**config.mk**
```make
export PLATFORM = sky130hd
export DESIGN_NAME = mem_arbiter
export DESIGN_NICKNAME = d
export VERILOG_FILES = /design/src/rtl/mem_arbiter.sv
export SDC_FILE = /design/constraint.sdc
export NUM_CORES = 1
export LEC_CHECK = 0
export CORE_MARGIN = 1.5
export CORE_UTILIZATION = 36
export CTS_CLUSTER_SIZE = 30
export DETAILED_ROUTE_END_ITERATION = 16
export PLACE_DENSITY = 0.82
export SLEW_MARGIN = 20
export SYNTH_ARGS = -nofsm -noshare
export SYNTH_HDL_FRONTEND = slang
export SYNTH_SLANG_ARGS = --single-unit
```
**constraint.sdc**
```tcl
create_clock -name clk -period 2.5 [get_ports clk]
set_input_delay 0.375 -clock clk [delete_from_list [all_inputs] [get_ports clk]]
set_output_delay 0.375 -clock clk [all_outputs]
set_load 0.02 [all_outputs]
```
**src/rtl/mem_arbiter.sv**
```systemverilog
// rtl/mem_arbiter.sv - fixed-priority arbiter sharing one single-port SRAM between fetch and data ports
module mem_arbiter #(
    parameter int WAIT_CYCLES = 1
) (
    input  logic        clk,
    input  logic        rst,
    input  logic        if_ce_i,
    input  logic [31:0] if_addr_i,
    output logic [31:0] if_data_o,
    output logic        stallreq_if_o,
    input  logic        mem_ce_i,
    input  logic        mem_we_i,
    input  logic [31:0] mem_addr_i,
    input  logic [31:0] mem_data_i,
    output logic [31:0] mem_data_o,
    output logic        stallreq_mem_o,
    output logic        sram_ce_o,
    output logic        sram_we_o,
    output logic [31:0] sram_addr_o,
    output logic [31:0] sram_data_o,
    input  logic [31:0] sram_data_i
);

    typedef enum logic [1:0] {
        IDLE    = 2'd0,
        IF_ACC  = 2'd1,
        MEM_ACC = 2'd2
    } state_t;

    localparam logic [3:0] CNT_LOAD = 4'(WAIT_CYCLES);

    state_t      state_q, state_d;
    logic [3:0]  cnt_q, cnt_d;
    logic [31:0] addr_q, addr_d;
    logic [31:0] data_q, data_d;
    logic        we_q, we_d;

    logic in_if, in_mem, done;

    assign in_if  = (state_q == IF_ACC);
    assign in_mem = (state_q == MEM_ACC);
    assign done   = (in_if || in_mem) && (cnt_q == 4'd0);

    // Data port wins ties; the fetch is picked up on the next IDLE cycle.
    always_comb begin
        state_d = state_q;
        cnt_d   = cnt_q;
        addr_d  = addr_q;
        data_d  = data_q;
        we_d    = we_q;
        case (state_q)
            IDLE: begin
                if (mem_ce_i) begin
                    state_d = MEM_ACC;
                    cnt_d   = CNT_LOAD;
                    addr_d  = mem_addr_i;
                    data_d  = mem_data_i;
                    we_d    = mem_we_i;
                end else if (if_ce_i) begin
                    state_d = IF_ACC;
                    cnt_d   = CNT_LOAD;
                    addr_d  = if_addr_i;
                    we_d    = 1'b0;
                end
            end
            IF_ACC, MEM_ACC: begin
                if (cnt_q != 4'd0) begin
                    cnt_d = cnt_q - 4'd1;
                end else begin
                    state_d = IDLE;
                end
            end
            default: state_d = IDLE;
        endcase
    end

    always_ff @(posedge clk) begin
        if (rst) begin
            state_q <= IDLE;
            cnt_q   <= 4'd0;
            addr_q  <= 32'd0;
            data_q  <= 32'd0;
            we_q    <= 1'b0;
        end else begin
            state_q <= state_d;
            cnt_q   <= cnt_d;
            addr_q  <= addr_d;
            data_q  <= data_d;
            we_q    <= we_d;
        end
    end

    // Every output is forced low while reset is held, even before the state has been cleared.
    assign stallreq_if_o  = !rst && if_ce_i  && !(in_if  && done);
    assign stallreq_mem_o = !rst && mem_ce_i && !(in_mem && done);
    assign if_data_o      = (!rst && in_if && done) ? sram_data_i : 32'd0;
    assign mem_data_o     = (!rst && in_mem && done && !we_q) ? sram_data_i : 32'd0;
    assign sram_ce_o      = !rst && (in_if || in_mem);
    assign sram_we_o      = !rst && in_mem && we_q;
    assign sram_addr_o    = (!rst && (in_if || in_mem)) ? addr_q : 32'd0;
    assign sram_data_o    = (!rst && in_mem) ? data_q : 32'd0;

endmodule

```
==> impl_metrics.csv <==
group,metric,value,unit
status,status,"complete, no violations",
worst_setup_path,crit_family,"simple AND/OR/NAND/NOR gates",
yosys,synth_edf_count,0,
die,die_area,0.0114,mm^2
yosys,synth_largest_area_cell,"dfxtp_1",
worst_setup_path,critPathMaxFanout,8,
worst_setup_path,r2r_slack,0.78,ns
drt,first_iter_violations,198,
worst_hold_path,hold_start,"mem_ce_i",
timing,fin_skew,0.0119,ns
worst_setup_path,r2r_end,"cnt_q[2]",
global_routing,grt_max_degree,63,
timing,setup_viol,0,
drt,routedWlPerCell,14.7,um
global_routing,grt_overflow,0,
yosys,syn_area_per_cell,8.06,um^2
worst_setup_path,slowest_stage,"dfxtp_2",
clocking,cts.path.max_buffers,2,
placement,place_ws,0.0222,ns
worst_setup_path,start_kind,"register",
timing,tightest_slew,0.654,ns
yosys,synth_flop_cell,"dfxtp_1",
clocking,cts-root-buf,"clkbuf_8",
worst_setup_path,reg2reg_depth,7,
placement,post-place-cells,857,
power,clkPwrFrac,24.2,%
finish,post_layout_nonfiller_instances,878,
timing,drv_slew,0,
finish,drive_above_1_share,16.0,%
worst_setup_path,worstPathCellList,"inv_2, ha_4, and4bb_2, nand2_2, nor2_4, buf_6, clkbuf_16, and2_1, buf_2",
global_routing,antenna_found_initial,0,
yosys,synthCells,480,
power,ir_worst_vdd,273,uV
power,swShare,32.3,%
timing,relSlewSlack,56.4,%
drt,first_pass_iters,4,
drt,ant_nets,0,
die,start_util,37.3,%
power,p_int,2.22,mW
global_routing,grt_first_pass_wirelength,19.2,mm
job,cap_violations,0,
yosys,synth_top_area_share,36.7,%
power,switching_power,1.06,mW
die,die_w,107,um
worst_setup_path,worstPathArrival,2.05,ns
worst_setup_path,critPathBufInv,4,
worst_hold_path,holdPathStages,3,
clocking,clock_latency,0.34,ns
worst_setup_path,crit_required,2.12,ns
yosys,async_flop_share,0,%
placement,gp_congestion,0.929,
placement,place.port_buffers,264,
timing,period_minus_slack,2.42,ns
power,totalPowerFinal,3.27,mW
yosys,syn-cell-area,0.00387,mm^2
power,p_per_area,494,mW/mm^2
yosys,synth_nets,618,
finish,insertedDiodeCount,0,
yosys,yosysMostFrequentCell,"and2_1",
yosys,seq_area_frac_synth,36.7,%
clocking,numClockSinks,71,
yosys,synth_area_leaders,"dfxtp_1, and2_1, mux2i_1, a211oi_1, nand2_1",
placement,dp_hpwl,9.61,mm
drt,wirelength,12.9,mm
worst_setup_path,worstSetupPathType,"reg -> out",
die,coreArea,0.0104,mm^2
yosys,synth_commonest_cells,"and2_1, dfxtp_1, nand2_1",
timing,timing.final.ws_setup,0.0752,ns
power,p_seq_share,41.7,%
yosys,yosysUniqueCellTypes,34,
power,power.leakage,3.30,nW
clocking,htree_levels,3,
clocking,cts_tree,"done",
clocking,clkSlewWorstSetupHoldPaths,0.08,ns
worst_hold_path,holdPathEnd,"state_q[0]",
worst_setup_path,r2r-start,"cnt_q[0]",
global_routing,grt_pass1_vias,3975,
drt,vias_per_cell,4.74,
worst_setup_path,max_stage_delay,0.34,ns
placement,place_area,0.00663,mm^2
finish,fin_util,63.9,%
drt,remaining_drc_errors,0,
worst_hold_path,hold_path_class,"in -> reg",
power,p_comb_share,34.0,%
worst_setup_path,worstSetupEndpointType,"output port",
die,die_h,107,um
finish,layout.nets,876,
die,io_pins,265,
drt,via_count,4164,
finish,final_area,0.00662,mm^2
yosys,ys_ff_latch,71,
finish,area_growth,71.2,%
global_routing,grt_use_total,21.4,%
yosys,synth-warning-count,0,
timing,hold_viol,0,
timing,finalCritPeriodShare,97.0,%
clocking,hold_buffers,0,
timing,clock.fmax,412,MHz
die,fp-row-count,37,
clocking,cts_buffers,9,
-- cells by family after synthesis --
kind of cell	after synthesis	synth area share [%]
AO/OA/AOI/OAI	77	12.7
adder cells (fa/ha/maj)	5	1.62
buffers and inverters	43	5.50
flip-flops	71	36.7
multiplexers	32	8.28
AND/OR/NAND/NOR	252	35.2
-- tightest hold or removal path: cells and delay by family --
family	cells	cell delay, ns
AND/OR/NAND/NOR	1	0.12
buffers and inverters	1	0.16
AO/OA/AOI/OAI	1	0.06
-- flip-flops by register name, summed over array words and instances, names as in the netlist --
signal and cells:
addr_q 32, data_q 32, we_q 1, state_q 2
cnt_q 4
-- power by group through the flow --
stage | clock, mW | sequential (mW) | combinational [mW]
floorplan | 0 | 1.37 | 0.663
global placement | 0 | 1.38 | 1.10
detailed placement | 0 | 1.39 | 1.13
CTS | 0.816 | 1.37 | 1.10
global route | 0.864 | 1.39 | 1.22
finish | 0.794 | 1.37 | 1.11
-- layout by cell type, fill, tap and decap left out, types with 2 or more instances in the layout --
| cell | n |
|---|---|
| a211oi_1 | 34 |
| a21oi_1 | 36 |
| and2_1 | 129 |
| buf_12 | 3 |
| buf_2 | 14 |
| buf_4 | 22 |
| buf_6 | 4 |
| clkbuf_16 | 2 |
| clkbuf_2 | 38 |
| clkbuf_8 | 10 |
| clkdlybuf4s15_2 | 3 |
| clkdlybuf4s50_1 | 130 |
| clkinv_2 | 3 |
| dfxtp_1 | 68 |
| dfxtp_2 | 3 |
| dlygate4sd2_1 | 57 |
| dlymetal6s2s_1 | 11 |
| ha_1 | 4 |
| inv_1 | 3 |
| inv_2 | 2 |
| mux2i_1 | 32 |
| nand2_1 | 67 |
| nand2b_1 | 5 |
| nor2_1 | 35 |
| nor2b_2 | 2 |
| nor3_1 | 2 |
-- per-stage QoR --
stage	setup TNS, ns	hold WS, ns
after global placement	0	0.437
final	0	0.412
after CTS	0	0.405
after floorplan	0	0.432
after global routing	-0.0172	0.403
after detailed placement	0	0.442
-- what timing repair did --
action,4_1_cts,5_1_grt
pin swaps,0,3
endpoints found under the setup margin,131,106
setup buffers,0,2
endpoints found under the hold margin,0,0
cloned,1,3
resized for setup,229,78
-- worst max path at each step --
stage	startpoint	endpoint	slack [ns]	depth (start not counted)
3_5_place_dp	state_q[1]	mem_data_o[9]	0.02	7
3_3_place_gp	state_q[1]	mem_data_o[9]	0.07	7
2_1_floorplan	state_q[0]	sram_addr_o[22]	0.44	5
4_1_cts	state_q[0]	sram_data_o[15]	0.0001	6
5_1_grt	state_q[0]	if_data_o[8]	-0.02	9
6_report	state_q[1]	if_data_o[8]	0.08	9
-- layer usage --
| layer | part of all wire [%] | global-route usage, % |
|---|---|---|
| met1 | 36 | 21.9 |
| met2 | 53 | 40.4 |
| met3 | 7.8 | 6.44 |
| met4 | 2.5 | 8.48 |
| met5 | 0 | 0 |
-- area by class of cell --
type,count,area (um^2)
Fill cell,965,3750
Timing Repair Buffer,285,2580
Multi-Input combinational cell,366,2260
Sequential cell,71,1430
Tap cell,136,170
Clock buffer,11,141
Clock inverter,4,22.5
Inverter,5,18.8
(Power assumes the default switching activity.)
